**config.mk**
```make
export PLATFORM = sky130hd
export DESIGN_NAME = slot_alloc
export DESIGN_NICKNAME = d
export VERILOG_FILES = /design/src/rtl/slot_alloc_pkg.sv /design/src/rtl/slot_alloc_e.sv /design/src/rtl/slot_alloc.sv
export SDC_FILE = /design/constraint.sdc
export NUM_CORES = 1
export LEC_CHECK = 0
export CAP_MARGIN = 5
export CELL_PAD_IN_SITES_DETAIL_PLACEMENT = 0
export CELL_PAD_IN_SITES_GLOBAL_PLACEMENT = 1
export CORE_AREA = 5 5 126 128
export CTS_BUF_LIST = sky130_fd_sc_hd__clkbuf_8 sky130_fd_sc_hd__clkbuf_16
export DETAILED_ROUTE_END_ITERATION = 12
export DIE_AREA = 0 0 131 133
export PLACE_DENSITY = 0.62
export SLEW_MARGIN = 0
export SYNTH_ARGS = -nofsm -noshare
export SYNTH_HDL_FRONTEND = slang
export SYNTH_SLANG_ARGS = --single-unit
```
**constraint.sdc**
```tcl
create_clock -name clk -period 10.5 [get_ports clk]
set_input_delay 1.575 -clock clk [delete_from_list [all_inputs] [get_ports clk]]
set_output_delay 1.575 -clock clk [all_outputs]
set_load 0.01 [all_outputs]
```
**src/rtl/slot_alloc_pkg.sv**
```systemverilog
// Shared constants and default-width slot types for the circular slot allocator.
package slot_alloc_pkg;
   localparam int SLOT_ALLOC_W_DEFAULT     = 32;
   localparam int SLOT_ALLOC_RADIX_DEFAULT = 4;

   typedef logic [$clog2(SLOT_ALLOC_W_DEFAULT)-1:0] slot_idx_t;
   typedef logic [SLOT_ALLOC_W_DEFAULT-1:0]         slot_vec_t;
endpackage

```
**src/rtl/slot_alloc_e.sv**
```systemverilog
// Circular left-most free-slot search: scans pos-1 down to 0, then wraps W-1 down to pos.
// Widths of 9 or more use a two-level tree of RADIX_N-wide groups.
module e
   import slot_alloc_pkg::*;
#(
   parameter int W       = SLOT_ALLOC_W_DEFAULT,
   parameter int RADIX_N = SLOT_ALLOC_RADIX_DEFAULT
) (
   input  logic [W-1:0]         x,
   input  logic [$clog2(W)-1:0] pos,
   output logic                 any,
   output logic [$clog2(W)-1:0] idx,
   output logic [W-1:0]         oh
);
   localparam int IW = $clog2(W);

   generate
      if (W < 2 || RADIX_N < 2 || RADIX_N > 8) begin : g_param_check
         $error("e: W must be >= 2 and RADIX_N must be in [2,8]");
      end
   endgenerate

   logic [W-1:0] free_v;
   logic [W-1:0] below;
   logic [W-1:0] sel;

   assign free_v = ~x;
   assign any    = |free_v;

   genvar gi;
   generate
      for (gi = 0; gi < W; gi++) begin : g_below
         assign below[gi] = free_v[gi] & (IW'(gi) < pos);
      end
   endgenerate

   // Slots strictly below the pointer win; otherwise the wrap-around half is searched.
   assign sel = (|below) ? below : free_v;

   function automatic logic [$clog2(RADIX_N)-1:0] grp_lmo(input logic [RADIX_N-1:0] v);
      grp_lmo = '0;
      for (int j = 0; j < RADIX_N; j++) begin
         if (v[j]) grp_lmo = $clog2(RADIX_N)'(j);
      end
   endfunction

   generate
      if (W < 9) begin : g_flat
         always_comb begin
            idx = '0;
            for (int i = 0; i < W; i++) begin
               if (sel[i]) idx = IW'(i);
            end
         end
      end else begin : g_tree
         localparam int R  = RADIX_N;
         localparam int NG = (W + R - 1) / R;
         localparam int LW = $clog2(R);

         logic [NG*R-1:0]        sel_pad;
         logic [NG-1:0]          grp_any;
         logic [NG-1:0][LW-1:0]  grp_idx;

         assign sel_pad = (NG*R)'(sel);

         for (gi = 0; gi < NG; gi++) begin : g_grp
            assign grp_any[gi] = |sel_pad[gi*R +: R];
            assign grp_idx[gi] = grp_lmo(sel_pad[gi*R +: R]);
         end

         always_comb begin
            idx = '0;
            for (int g = 0; g < NG; g++) begin
               if (grp_any[g]) idx = IW'(g*R) + IW'(grp_idx[g]);
            end
         end
      end
   endgenerate

   assign oh = any ? (W'(1) << idx) : '0;
endmodule

```
**src/rtl/slot_alloc.sv**
```systemverilog
// Circular free-slot allocator with valid/ready grant and a free/return port.
// Optional SLOT_ALLOC_CNT_EN adds cnt_o, a registered count of busy slots.
module slot_alloc
   import slot_alloc_pkg::*;
#(
   parameter int W       = SLOT_ALLOC_W_DEFAULT,
   parameter int RADIX_N = SLOT_ALLOC_RADIX_DEFAULT
) (
   input  logic                   clk,
   input  logic                   arst_n,
   output logic                   alloc_vld_o,
   input  logic                   alloc_rdy_i,
   output logic [$clog2(W)-1:0]   alloc_idx_o,
   output logic [W-1:0]           alloc_oh_o,
   input  logic                   free_vld_i,
   input  logic [$clog2(W)-1:0]   free_idx_i,
   input  logic                   flush_i,
   output logic [W-1:0]           occ_o,
   output logic                   full_o,
   output logic                   empty_o,
   output logic                   err_o
`ifdef SLOT_ALLOC_CNT_EN
   ,
   output logic [$clog2(W+1)-1:0] cnt_o
`endif
);
   localparam int IW = $clog2(W);

   logic [W-1:0]  occ_q;
   logic [W-1:0]  occ_next;
   logic [IW-1:0] ptr_q;
   logic          err_q;
   logic          accept;
   logic          in_range;
   logic          free_ok;

   e #(.W(W), .RADIX_N(RADIX_N)) u_search (
      .x   (occ_q),
      .pos (ptr_q),
      .any (alloc_vld_o),
      .idx (alloc_idx_o),
      .oh  (alloc_oh_o)
   );

   assign accept   = alloc_vld_o & alloc_rdy_i;
   assign in_range = {1'b0, free_idx_i} < (IW+1)'(W);
   assign free_ok  = free_vld_i & in_range & occ_q[free_idx_i];

   // The offered slot is idle, so it can never collide with a legal release.
   always_comb begin
      occ_next = occ_q;
      if (accept)  occ_next[alloc_idx_o] = 1'b1;
      if (free_ok) occ_next[free_idx_i]  = 1'b0;
   end

   always_ff @(posedge clk or negedge arst_n) begin
      if (!arst_n) begin
         occ_q <= '0;
         ptr_q <= '0;
         err_q <= 1'b0;
      end else if (flush_i) begin
         occ_q <= '0;
         ptr_q <= '0;
         err_q <= 1'b0;
      end else begin
         occ_q <= occ_next;
         if (accept) ptr_q <= alloc_idx_o;
         if (free_vld_i && !free_ok) err_q <= 1'b1;
      end
   end

   assign occ_o   = occ_q;
   assign full_o  = &occ_q;
   assign empty_o = ~|occ_q;
   assign err_o   = err_q;

`ifdef SLOT_ALLOC_CNT_EN
   localparam int CW = $clog2(W+1);
   logic [CW-1:0] cnt_q;

   always_ff @(posedge clk or negedge arst_n) begin
      if (!arst_n)      cnt_q <= '0;
      else if (flush_i) cnt_q <= '0;
      else              cnt_q <= cnt_q + CW'(accept) - CW'(free_ok);
   end

   assign cnt_o = cnt_q;

   cnt_matches_occ: assert property (@(posedge clk) disable iff (!arst_n)
      cnt_q == CW'($countones(occ_q)));
`endif
endmodule

```
* Yosys cells after proc, flatten, opt, wreduce, memory -nomap -nowiden
Cells that the tools add are included.
** Operators by class
- Add/sub/neg operators :: 7
- $mul :: 0
- Div/mod/pow operators :: 0
- $lt $le $gt $ge :: 36
- Eq/ne operators :: 0
- Shift-type cells :: 1
- Multiplexer cells :: 47
- Bitwise gates (word level) :: 38
- Reductions and logical operators :: 19
** Operator list (count)
- $mux 32 :: 5
- $reduce_or 32->1 :: 3
- $lt 5x5->1 const A :: 16
- $not 32->32 :: 2
- $mux 5 :: 9
- $lt 4x5->1 const A :: 8
- $and 1x1->1 :: 34
- $mux 2 :: 17
- $and 32x32->32 :: 1
- $or 32x32->32 :: 1
- $reduce_and 32->1 :: 1
- $reduce_or 4->1 :: 8
- $shl 1x5->32 const A :: 1
- $lt 3x5->1 const A :: 4
- $mux 1 :: 13
- $lt 5x6->1 const B :: 2
- $add 4x2->5 const A :: 2
- $add 5x2->5 const A :: 2
- $demux 1 s5 :: 2
- $ge 5x1->1 const B :: 2
- $lt 1x5->1 const A :: 2
- $lt 2x5->1 const A :: 2
- $add 4x3->5 const A :: 1
- $bmux 1 s5 :: 1
- 5 further kinds :: 9
** Word-level totals
- Bits in registers :: 38
- Bits in latches :: 0
- RAM bits :: 0
- ROM bits :: 0
- Input port bits :: 10
- Output and inout port bits :: 73
- Word-level logic and storage cells :: 151
- Memories :: 0

* Depth between registers and ports, before layout
Gate-level depths: netlist of run 1.
- Depth after elaboration :: 24
- Gate-level depth with buffers :: 16
- Depth with buffers taken out :: 11

* Modules after synthesis
A second synthesis of run 1 with hierarchy kept.
** Second synthesis, totals
- Cells, all modules :: 499
- Area total of the unflattened synthesis :: 4046.4 µm²
** Modules (own cells, without submodules)
- slot_alloc :: times used 1, cells an instance 225, area each 2187.1 µm², sequential area each 950.9 µm²
- e :: times used 1, cells an instance 274, area each 1859.3 µm², sequential area each 0.0 µm²

* Worst setup path after synthesis of run 1
OpenSTA, ideal clock, no wires.
- Path kind :: register to output
- Start point :: register ptr_q[1]
- End point :: output alloc_oh_o[28]
- Arrival time :: 3.479 ns
- Required time :: 8.925 ns
- Setup slack :: 5.446 ns
- Cell stages (with the launch flop) :: 15
- Path buffers :: 3
- Cells stage by stage :: dfrtp_1 -> buf_4 -> nor4_2 -> o221ai_1 -> or4_4 -> nor2_1 -> and3_1 -> buf_2 -> a21oi_2 -> a2111o_1 -> a211o_1 -> a41oi_4 -> inv_2 -> buf_4 -> nor3_1
** Between the ends
- Longest elaborated chain between the ends :: 17
- Elaborated cells on any way between the ends :: 115
- Classes of those cells :: add/sub (7); order compare (32); shift (1); mux (34); bitwise (32); reduce/logical (9)
** Ends and longest elaborated chain
- start: declaration :: RTL line slot_alloc.sv:31 : logic [IW-1:0] ptr_q;
- start signal: assignment :: RTL line slot_alloc.sv:67 : if (accept) ptr_q <= alloc_idx_o;
- $lt 1x5->1, or another cell as far along :: RTL line slot_alloc_e.sv:33 : assign below[gi] = free_v[gi] & (IW'(gi) < pos);
- $and 1x1->1 :: RTL line slot_alloc_e.sv:33
- $reduce_or 32->1 :: RTL line slot_alloc_e.sv:38 : assign sel = (|below) ? below : free_v;
- $mux 32 * :: RTL line slot_alloc_e.sv:38
- $mux 1 :: RTL line slot_alloc_e.sv:43 : if (v[j]) grp_lmo = $clog2(RADIX_N)'(j);
- $mux 2 (2 in a row) :: RTL line slot_alloc_e.sv:43
- $add 3x2->4 or $mux 2 (tied branches) :: RTL line slot_alloc_e.sv:74 : if (grp_any[g]) idx = IW'(g*R) + IW'(grp_idx[g]);
- $mux 5 (6 in a row) :: RTL line slot_alloc_e.sv:74
- $mux 5 * :: RTL line slot_alloc_e.sv:74
- net alloc_idx_o[0] :: RTL line slot_alloc.sv:13 : output logic [$clog2(W)-1:0] alloc_idx_o,
- $shl 1x5->32 * :: RTL line slot_alloc_e.sv:80 : assign oh = any ? (W'(1) << idx) : '0;
- $mux 32 * :: RTL line slot_alloc_e.sv:80
- end: declaration :: RTL line slot_alloc.sv:14 : output logic [W-1:0] alloc_oh_o,
Mark *: on every way through the listed nets, which the timed path passes. The rest lies on a longest branch.

* Worst setup path after layout of run 1
- Start point :: register ptr_q[3]
- End point :: output alloc_oh_o[3]
** Between the ends
- Longest elaborated chain between the ends :: 17
- Elaborated cells on any way between the ends :: 115
- Classes of those cells :: add/sub (7); order compare (32); shift (1); mux (34); bitwise (32); reduce/logical (9)
** Ends and longest elaborated chain (RTL line)
- $lt 1x5->1, or another cell as far along :: slot_alloc_e.sv:33
- $and 1x1->1 :: slot_alloc_e.sv:33
- $reduce_or 32->1 :: slot_alloc_e.sv:38
- $mux 32 * :: slot_alloc_e.sv:38
- $mux 1 :: slot_alloc_e.sv:43
- $mux 2 (2 in a row) :: slot_alloc_e.sv:43
- $add 3x2->4 or $mux 2 (tied branches) :: slot_alloc_e.sv:74
- $mux 5 (6 in a row) :: slot_alloc_e.sv:74
- $mux 5 * :: slot_alloc_e.sv:74
- $shl 1x5->32 * :: slot_alloc_e.sv:80
- $mux 32 * :: slot_alloc_e.sv:80
Every way passes the cells marked *; elsewhere a longest branch is shown, timed or not.

==> results of run 1 <==
cell families after synthesis:
| group | synth area share |
|---|---|
| DFF | 0.221 |
| muxes | 0.0443 |
| buffers and inverters | 0.0798 |
| and+or+nand+nor | 0.316 |
| AOI/OAI and AO/OA | 0.339 |
worst paths after layout:
| kind | startpoint | slack [ns] | endpoint |
|---|---|---|---|
| hold / removal | err_o | 0.51 | err_o |
| min in group asynchronous | arst_n | 1.42 | occ_o[30] |
| max in group asynchronous | arst_n | 8.49 | ptr_q[4] |
| setup reg to reg | ptr_q[3] | 5.01 | occ_o[0] |
| hold reg to reg | err_o | 0.51 | err_o |
| setup / recovery | ptr_q[3] | 2.74 | alloc_oh_o[3] |
metal layers:
layer	part of all wire	up-vias
li1	-	2307
met1	0.43	2459
met2	0.46	246
met3	0.075	40
met4	0.035	0
met5	0	-
tightest hold or removal path, stage by stage (launching register included):
cell and delay [ns]:
sky130_fd_sc_hd__dfrtp_1 0.34, sky130_fd_sc_hd__a21oi_1 0.04, sky130_fd_sc_hd__nor2_1 0.08
cell type report:
type	instances	area, µm²
flip-flops and latches	38	951
inverters	19	71.3
repair buffers	86	846
clock buffers	5	125
clock inverters	3	17.5
fillers	1587	9500
multi-input cells	463	3000
well taps	188	235
registers in the layout, indices dropped and copies added, names as in the netlist:
| signal | flops |
|---|---|
| occ_o | 32 |
| ptr_q | 5 |
| err_o | 1 |
cell usage in the layout, fill, tap and decap left out, types with 5 or more instances in the layout:
master                             n
sky130_fd_sc_hd__clkdlybuf4s50_1  81
sky130_fd_sc_hd__a21oi_1          47
sky130_fd_sc_hd__nand2_1          47
sky130_fd_sc_hd__nor3_1           43
sky130_fd_sc_hd__nor2_1           40
sky130_fd_sc_hd__dfrtp_1          38
sky130_fd_sc_hd__nand3_1          29
sky130_fd_sc_hd__o21ai_0          26
sky130_fd_sc_hd__inv_1            18
sky130_fd_sc_hd__nand4_1          14
sky130_fd_sc_hd__o211ai_1         14
sky130_fd_sc_hd__nor4_1           13
sky130_fd_sc_hd__o31ai_1          12
sky130_fd_sc_hd__a211oi_1         11
sky130_fd_sc_hd__a32o_1           11
sky130_fd_sc_hd__a31oi_1          10
sky130_fd_sc_hd__and3_1           10
sky130_fd_sc_hd__nand2b_1          8
sky130_fd_sc_hd__mux4_2            8
sky130_fd_sc_hd__nor3_2            7
sky130_fd_sc_hd__a21o_1            6
sky130_fd_sc_hd__o2111ai_1         6
sky130_fd_sc_hd__o21a_1            5
sky130_fd_sc_hd__a22oi_1           5
sky130_fd_sc_hd__nand3b_1          5
sky130_fd_sc_hd__a211o_1           5
sky130_fd_sc_hd__and2_1            5
sky130_fd_sc_hd__a2111oi_0         5
sky130_fd_sc_hd__or3_1             5
sky130_fd_sc_hd__nor3b_1           5
sky130_fd_sc_hd__clkbuf_16         5
power by group:
group | internal [mW] | total, mW | switching, mW
combinational | 0.494 | 1.39 | 0.892
clock | 0.0873 | 0.154 | 0.0668
sequential | 0.175 | 0.306 | 0.130
total | 0.757 | 1.85 | 1.09
stage by stage:
step / area, µm² / setup slack, ns / total power [mW] / utilization
after floorplan: 4300 / 5.45 / 1.16 / -
after global placement: 5110 / 3.18 / 1.68 / 0.346
after detailed placement: 5110 / 3.14 / 1.68 / 0.346
after CTS: 5250 / 2.84 / 1.84 / 0.356
after global routing: 5250 / 2.36 / 1.95 / 0.356
final: 5250 / 2.74 / 1.85 / 0.356
==> run summary, run 1 <==
STA
----------------------------------------------------------------------------------
Setup TNS                                                                     0 ns
Slew Limit Headroom                                                          0.336
Total count of hold-check failures in the final report                           0
Unrepaired setup endpoints after global routing                              false
Min cycle time layout                                                      7.76 ns
Count of final max-slew check failures                                           0
Hold slack                                                                0.505 ns
Final setup vio count                                                            0
Worst-margin pin slew                                                     0.997 ns
Max Clock Skew                                                          0.00686 ns
Fmax                                                                       129 MHz
Post-route clock period utilization                                          0.739

FINISH
----------------------------------------------------------------------------------
Post-layout instance count excluding filler cells                              802
Ant. Diodes                                                                      0
Post-synthesis to final-layout area growth                                   22.2%
Net count of the finished layout                                               623
Layout cells sized above 1                                                  0.0733

PLACED DESIGN
----------------------------------------------------------------------------------
Cell total after placement                                                     794
Routability-driven placement congestion ratio                                0.970
Count of buffers inserted at the top-level ports                                82
Hpwl dp                                                                    14.8 mm

CRITICAL PATH
----------------------------------------------------------------------------------
Critical path class                                                     reg -> out
Critical Path Source Type                                                 register
Worst r2r path cells                                                            12
Largest driver fanout on the critical path                                      30
Logic depth of the worst setup path including buffers                           13
Largest stage delay on the critical path                                   0.70 ns
CP bufs+invs                                                                     3
Slowest cell on the critical path                                     sky130_fd_sc_hd__nand3_1
List of cells traversed by the critical path                          nor4_2 > o221ai_1 > or4_4 > nor2_1 > nand3_1 > a31oi_1 > o31a_1 > o211a_2 > nor2_4 > buf_4 > inv_2 > and3_1 > clkdlybuf4s50_1
Cell family with most CP delay                                        simple AND/OR/NAND/NOR gates
Data required time at the worst endpoint                                   8.93 ns
Data arrival time at the worst-slack endpoint                              6.19 ns
Endpoint class of the critical path                                   primary output

CTS
----------------------------------------------------------------------------------
TritonCTS clock tree                                                          done
Setup Buffers After CTS                                                          0
Buffers from clock root to sink, at most                                         2
Resized cells post-CTS                                                           0
Clock-pin slew on the worst setup and hold paths                           0.07 ns
Clock buffers created by TritonCTS                                               5
CTS H-tree lvls                                                                  2
Total number of clock tree sinks                                                38
Buffer cell driving the clock tree root                               sky130_fd_sc_hd__clkbuf_16
Hold buffer count at cts                                                         0
Clock insertion delay at the later pin of the skew report                  0.29 ns

LOGIC SYNTHESIS
----------------------------------------------------------------------------------
Post-synth EDFFs                                                                 0
Netlist area before placement                                             4300 µm²
Commonest cells in the netlist                                        sky130_fd_sc_hd__a21oi_1 (47), sky130_fd_sc_hd__nand2_1 (47), sky130_fd_sc_hd__nor3_1 (43)
Mean post-synth cell area                                                 7.46 µm²
Most instantiated flip-flop cell in the synthesis netlist             sky130_fd_sc_hd__dfrtp_1
Cell accounting for the most synthesized area                         sky130_fd_sc_hd__dfrtp_1
Count of mapped cells out of synthesis                                         576
Most area-consuming cells after synthesis                             sky130_fd_sc_hd__dfrtp_1 (22%), sky130_fd_sc_hd__a21oi_1 (5.5%), sky130_fd_sc_hd__nor3_1 (5.0%), sky130_fd_sc_hd__mux4_2 (4.2%), sky130_fd_sc_hd__nand2_1 (4.1%)
Number of flip-flops and latches in the synthesized netlist                     38
Syn Nets                                                                       586
Count of distinct cell types in the synthesized netlist                         74
Async S/R FF share, synth                                                     1.00
YS warnings                                                                      0
Yosys top cell area share                                                    0.221
Sequential cell area fraction in the yosys report                            0.221

ROUTE
----------------------------------------------------------------------------------
Remaining number of nets flagged by the antenna check after routing              0
DR iter-0 viols                                                                613
Total wirelength of the detailed-routed design                             20.0 mm
Post-detailed-route DRC marker count                                             0
Vias post-DR                                                                  5052
Iteration count of the initial detailed-routing pass                             5
Routed WL per cell                                                         24.9 µm
Via-to-Cell Ratio                                                             6.30

FLOORPLAN
----------------------------------------------------------------------------------
Standard-cell row count                                                         45
Die boundary width                                                          131 µm
Height of the chip                                                          133 µm
IO Count                                                                        83
Initial Utilization                                                          0.291
Area of the placeable core                                               14800 µm²
DIE AREA                                                                 17400 µm²

GRT
----------------------------------------------------------------------------------
Grt total ovfl                                                                   0
Met3 GRT Util                                                               0.0444
Number of antenna violations at the first check in global routing                0
Met2 usage in global routing                                                 0.346
Pin count of the biggest net entering global routing                            39
Most Used Layer, Global Route                                                 met2
Total track usage                                                            0.228
First-pass GRT wire length                                                 30.6 mm
Met1 Resource Use GR                                                         0.316
Vias in the first global route                                                5035

HOLD PATH
----------------------------------------------------------------------------------
Worst hold stages                                                                2
Type of the most critical hold path                                     reg -> reg

POWER AND IR DROP
----------------------------------------------------------------------------------
Pwr per Cell Area                                                       352 nW/µm²
VDD IR-drop max                                                           0.312 mV
Leakage                                                                    1.82 nW

RUN
----------------------------------------------------------------------------------
Number of violations of the max-capacitance limit                                0

RUN STATUS
----------------------------------------------------------------------------------
Outcome                                                               finished clean

(Power assumes the default switching activity.)
==> run 2: changes to the inputs <==
--- a/config.mk
+++ b/config.mk
@@ -12,7 +12,7 @@
 export CTS_BUF_LIST = sky130_fd_sc_hd__clkbuf_8 sky130_fd_sc_hd__clkbuf_16
 export DETAILED_ROUTE_END_ITERATION = 12
 export DIE_AREA = 0 0 131 133
-export PLACE_DENSITY = 0.62
+export PLACE_DENSITY = 0.65
 export SLEW_MARGIN = 0
 export SYNTH_ARGS = -nofsm -noshare
 export SYNTH_HDL_FRONTEND = slang
==> constraint.sdc (replaced) <==
create_clock -name clk -period 6.5 [get_ports clk]
set_input_delay 0.975 -clock clk [delete_from_list [all_inputs] [get_ports clk]]
set_output_delay 0.975 -clock clk [all_outputs]
set_load 0.01 [all_outputs]
==> run 2 against run 1 <==
Final cell count increased by 3.4%. Wire length increased by 5.8%. Clock power increased by 61%. Sequential share of layout area decreased by 0.65 points. Global-route usage increased by 1.2 points. Clock-buffer cell count increased by 1. Worst hold slack improved by 0.0016 ns. Register-to-register slack got worse by 3.1 ns. Sequential power increased by 43%. Total power increased by 68%. Sequential cell count unchanged.
==> run summary, run 2 (synthesized netlist as in run 1, its figures left out) <==
FINISH
-------------------------------------------------------------------------------------
Count of filler cells inserted in the layout                                     1585
Net count of the finished layout                                                  650
Area used by sequential logic in the layout                                   956 µm²
Ant. Diodes                                                                         0
Most frequent standard cell in the layout excluding fill and tap cells   sky130_fd_sc_hd__clkdlybuf4s50_1
Area of the multi-input gates                                                3010 µm²
Layout cells sized above 1                                                      0.123
Flip-flop count of the largest register, all copies and words added                32
Post-synthesis to final-layout area growth                                      27.4%
Highest-count cells in the layout ignoring fill and taps                 sky130_fd_sc_hd__clkdlybuf4s50_1 (81), sky130_fd_sc_hd__nand2_1 (47), sky130_fd_sc_hd__a21oi_1 (46)
Final core utilization                                                          0.371

ROUTE
-------------------------------------------------------------------------------------
DR iter-0 viols                                                                   546
Post-detailed-route DRC marker count                                                0
Iteration count of the initial detailed-routing pass                                6
Met2 Wirelength                                                               9.67 mm
Met3 layer wire length in the routed design                                   2.04 mm
Total wirelength of the detailed-routed design                                21.1 mm
Routed WL per cell                                                            25.5 µm
M1 WL                                                                         8.70 mm
Highest routed layer                                                             met4
Vias post-DR                                                                     5362
Via-to-Cell Ratio                                                                6.47
Remaining number of nets flagged by the antenna check after routing                 0

STA
-------------------------------------------------------------------------------------
Post-route clock period utilization                                             0.959
Fmax                                                                          160 MHz
Worst-margin pin slew                                                        0.946 ns
Max Clock Skew                                                             0.00329 ns
Count of final max-slew check failures                                              0
Final setup vio count                                                               0
Unrepaired setup endpoints after global routing                                 false
Slew Limit Headroom                                                             0.369
Total count of hold-check failures in the final report                              0
Min cycle time layout                                                         6.23 ns
Setup TNS                                                                        0 ns

CTS
-------------------------------------------------------------------------------------
Clock-pin slew on the worst setup and hold paths                              0.06 ns
Total number of clock tree sinks                                                   38
CTS H-tree lvls                                                                     2
Buffers from clock root to sink, at most                                            2
Buffer cell driving the clock tree root                                  sky130_fd_sc_hd__clkbuf_16
Clock buffers created by TritonCTS                                                  5
Clock insertion delay at the later pin of the skew report                     0.28 ns
TritonCTS clock tree                                                             done

FLOORPLAN
-------------------------------------------------------------------------------------
Standard-cell row count                                                            45
DIE AREA                                                                    17400 µm²
Height of the chip                                                             133 µm
Initial Utilization                                                             0.291
IO Count                                                                           83
Die boundary width                                                             131 µm
Area of the placeable core                                                  14800 µm²

CRITICAL PATH
-------------------------------------------------------------------------------------
Critical Path Source Type                                                    register
Reg2Reg Launch Point                                                         ptr_q[0]
Critical path class                                                        reg -> out
Endpoint class of the critical path                                      primary output
Data arrival time at the worst-slack endpoint                                 5.26 ns
Data required time at the worst endpoint                                      5.52 ns
Largest driver fanout on the critical path                                         36
Worst setup path startpoint                                                  ptr_q[0]

PLACED DESIGN
-------------------------------------------------------------------------------------
Routability-driven placement congestion ratio                                    1.06
Hpwl dp                                                                       15.8 mm
Count of buffers inserted at the top-level ports                                   82

GRT
-------------------------------------------------------------------------------------
First-pass GRT wire length                                                    32.1 mm
Vias in the first global route                                                   5200
Pin count of the biggest net entering global routing                               39
Total track usage                                                               0.239
Number of antenna violations at the first check in global routing                   0
Grt total ovfl                                                                      0

POWER AND IR DROP
-------------------------------------------------------------------------------------
Leakage                                                                       1.96 nW
Pwr per Cell Area                                                          568 nW/µm²
VDD IR-drop max                                                              0.314 mV

RUN
-------------------------------------------------------------------------------------
Number of violations of the max-capacitance limit                                   0

RUN STATUS
-------------------------------------------------------------------------------------
Outcome                                                                  finished clean

HOLD PATH
-------------------------------------------------------------------------------------
Launch point of the worst hold path                                             err_o
Type of the most critical hold path                                        reg -> reg

-- run 2: repair_timing --
action,4_1_cts,5_1_grt
setup buffers,0,5
resized for setup,0,7
hold buffers,0,0
setup endpoints to repair,0,30
-- run 2: routing by layer --
metal,vias to the layer above,GRT usage
li1,2367,-
met1,2602,0.332
met2,346,0.371
met3,47,0.0379
met4,0,0.0886
met5,-,0
-- run 2: final cells by class --
cell class | instances | area share
inverters | 19 | 0.0137
multi-input cells | 463 | 0.550
clock inverters | 2 | 0.00160
repair buffers | 113 | 0.192
clock buffers | 6 | 0.0254
well taps | 188 | 0.0430
flip-flops and latches | 38 | 0.175
-- run 2: metrics by stage --
stage | std cells | area [µm²] | hold slack [ns] | power [mW] | setup WS [ns]
after global routing | 829 | 5470 | 0.534 | 3.28 | 0.102
after detailed placement | 816 | 5270 | 0.502 | 2.81 | 0.459
after CTS | 824 | 5420 | 0.516 | 3.07 | 0.141
after floorplan | 576 | 4300 | 0.526 | 1.87 | 2.05
after global placement | 816 | 5270 | 0.482 | 2.80 | 0.500
final | 829 | 5470 | 0.507 | 3.11 | 0.267
-- run 2: critical path, cell delays in order, from the launching register on --
cell and delay, ns:
sky130_fd_sc_hd__dfrtp_1 0.67, sky130_fd_sc_hd__nand3_1 0.39, sky130_fd_sc_hd__o32ai_1 0.45, sky130_fd_sc_hd__nor3_1 0.13
sky130_fd_sc_hd__and4b_1 0.40, sky130_fd_sc_hd__and3_1 0.41, sky130_fd_sc_hd__a211o_1 0.43, sky130_fd_sc_hd__a2111o_1 0.38
sky130_fd_sc_hd__a211o_1 0.34, sky130_fd_sc_hd__a41oi_4 0.19, sky130_fd_sc_hd__buf_4 0.40, sky130_fd_sc_hd__and3_1 0.22
sky130_fd_sc_hd__clkdlybuf4s50_1 0.53
-- run 2: path summary, 6_finish.rpt --
check                                      to  slack (ns)  depth (start not counted)
worst min-delay path                    err_o        0.51                          2
max in group asynchronous            ptr_q[1]        5.01                          1
worst max-delay path            alloc_oh_o[2]        0.27                         12
min in group asynchronous            ptr_q[4]        0.82                          1
worst max register to register      occ_o[10]        1.92                         11
worst min register to register          err_o        0.51                          2
-- run 2: where the power goes --
group / switching, mW / total [mW] / internal, mW / leakage (nW)
clock network: 0.0978 / 0.248 / 0.151 / 0.0780
registers: 0.152 / 0.439 / 0.287 / 0.518
logic: 1.56 / 2.42 / 0.860 / 1.36
total: 1.81 / 3.11 / 1.30 / 1.96
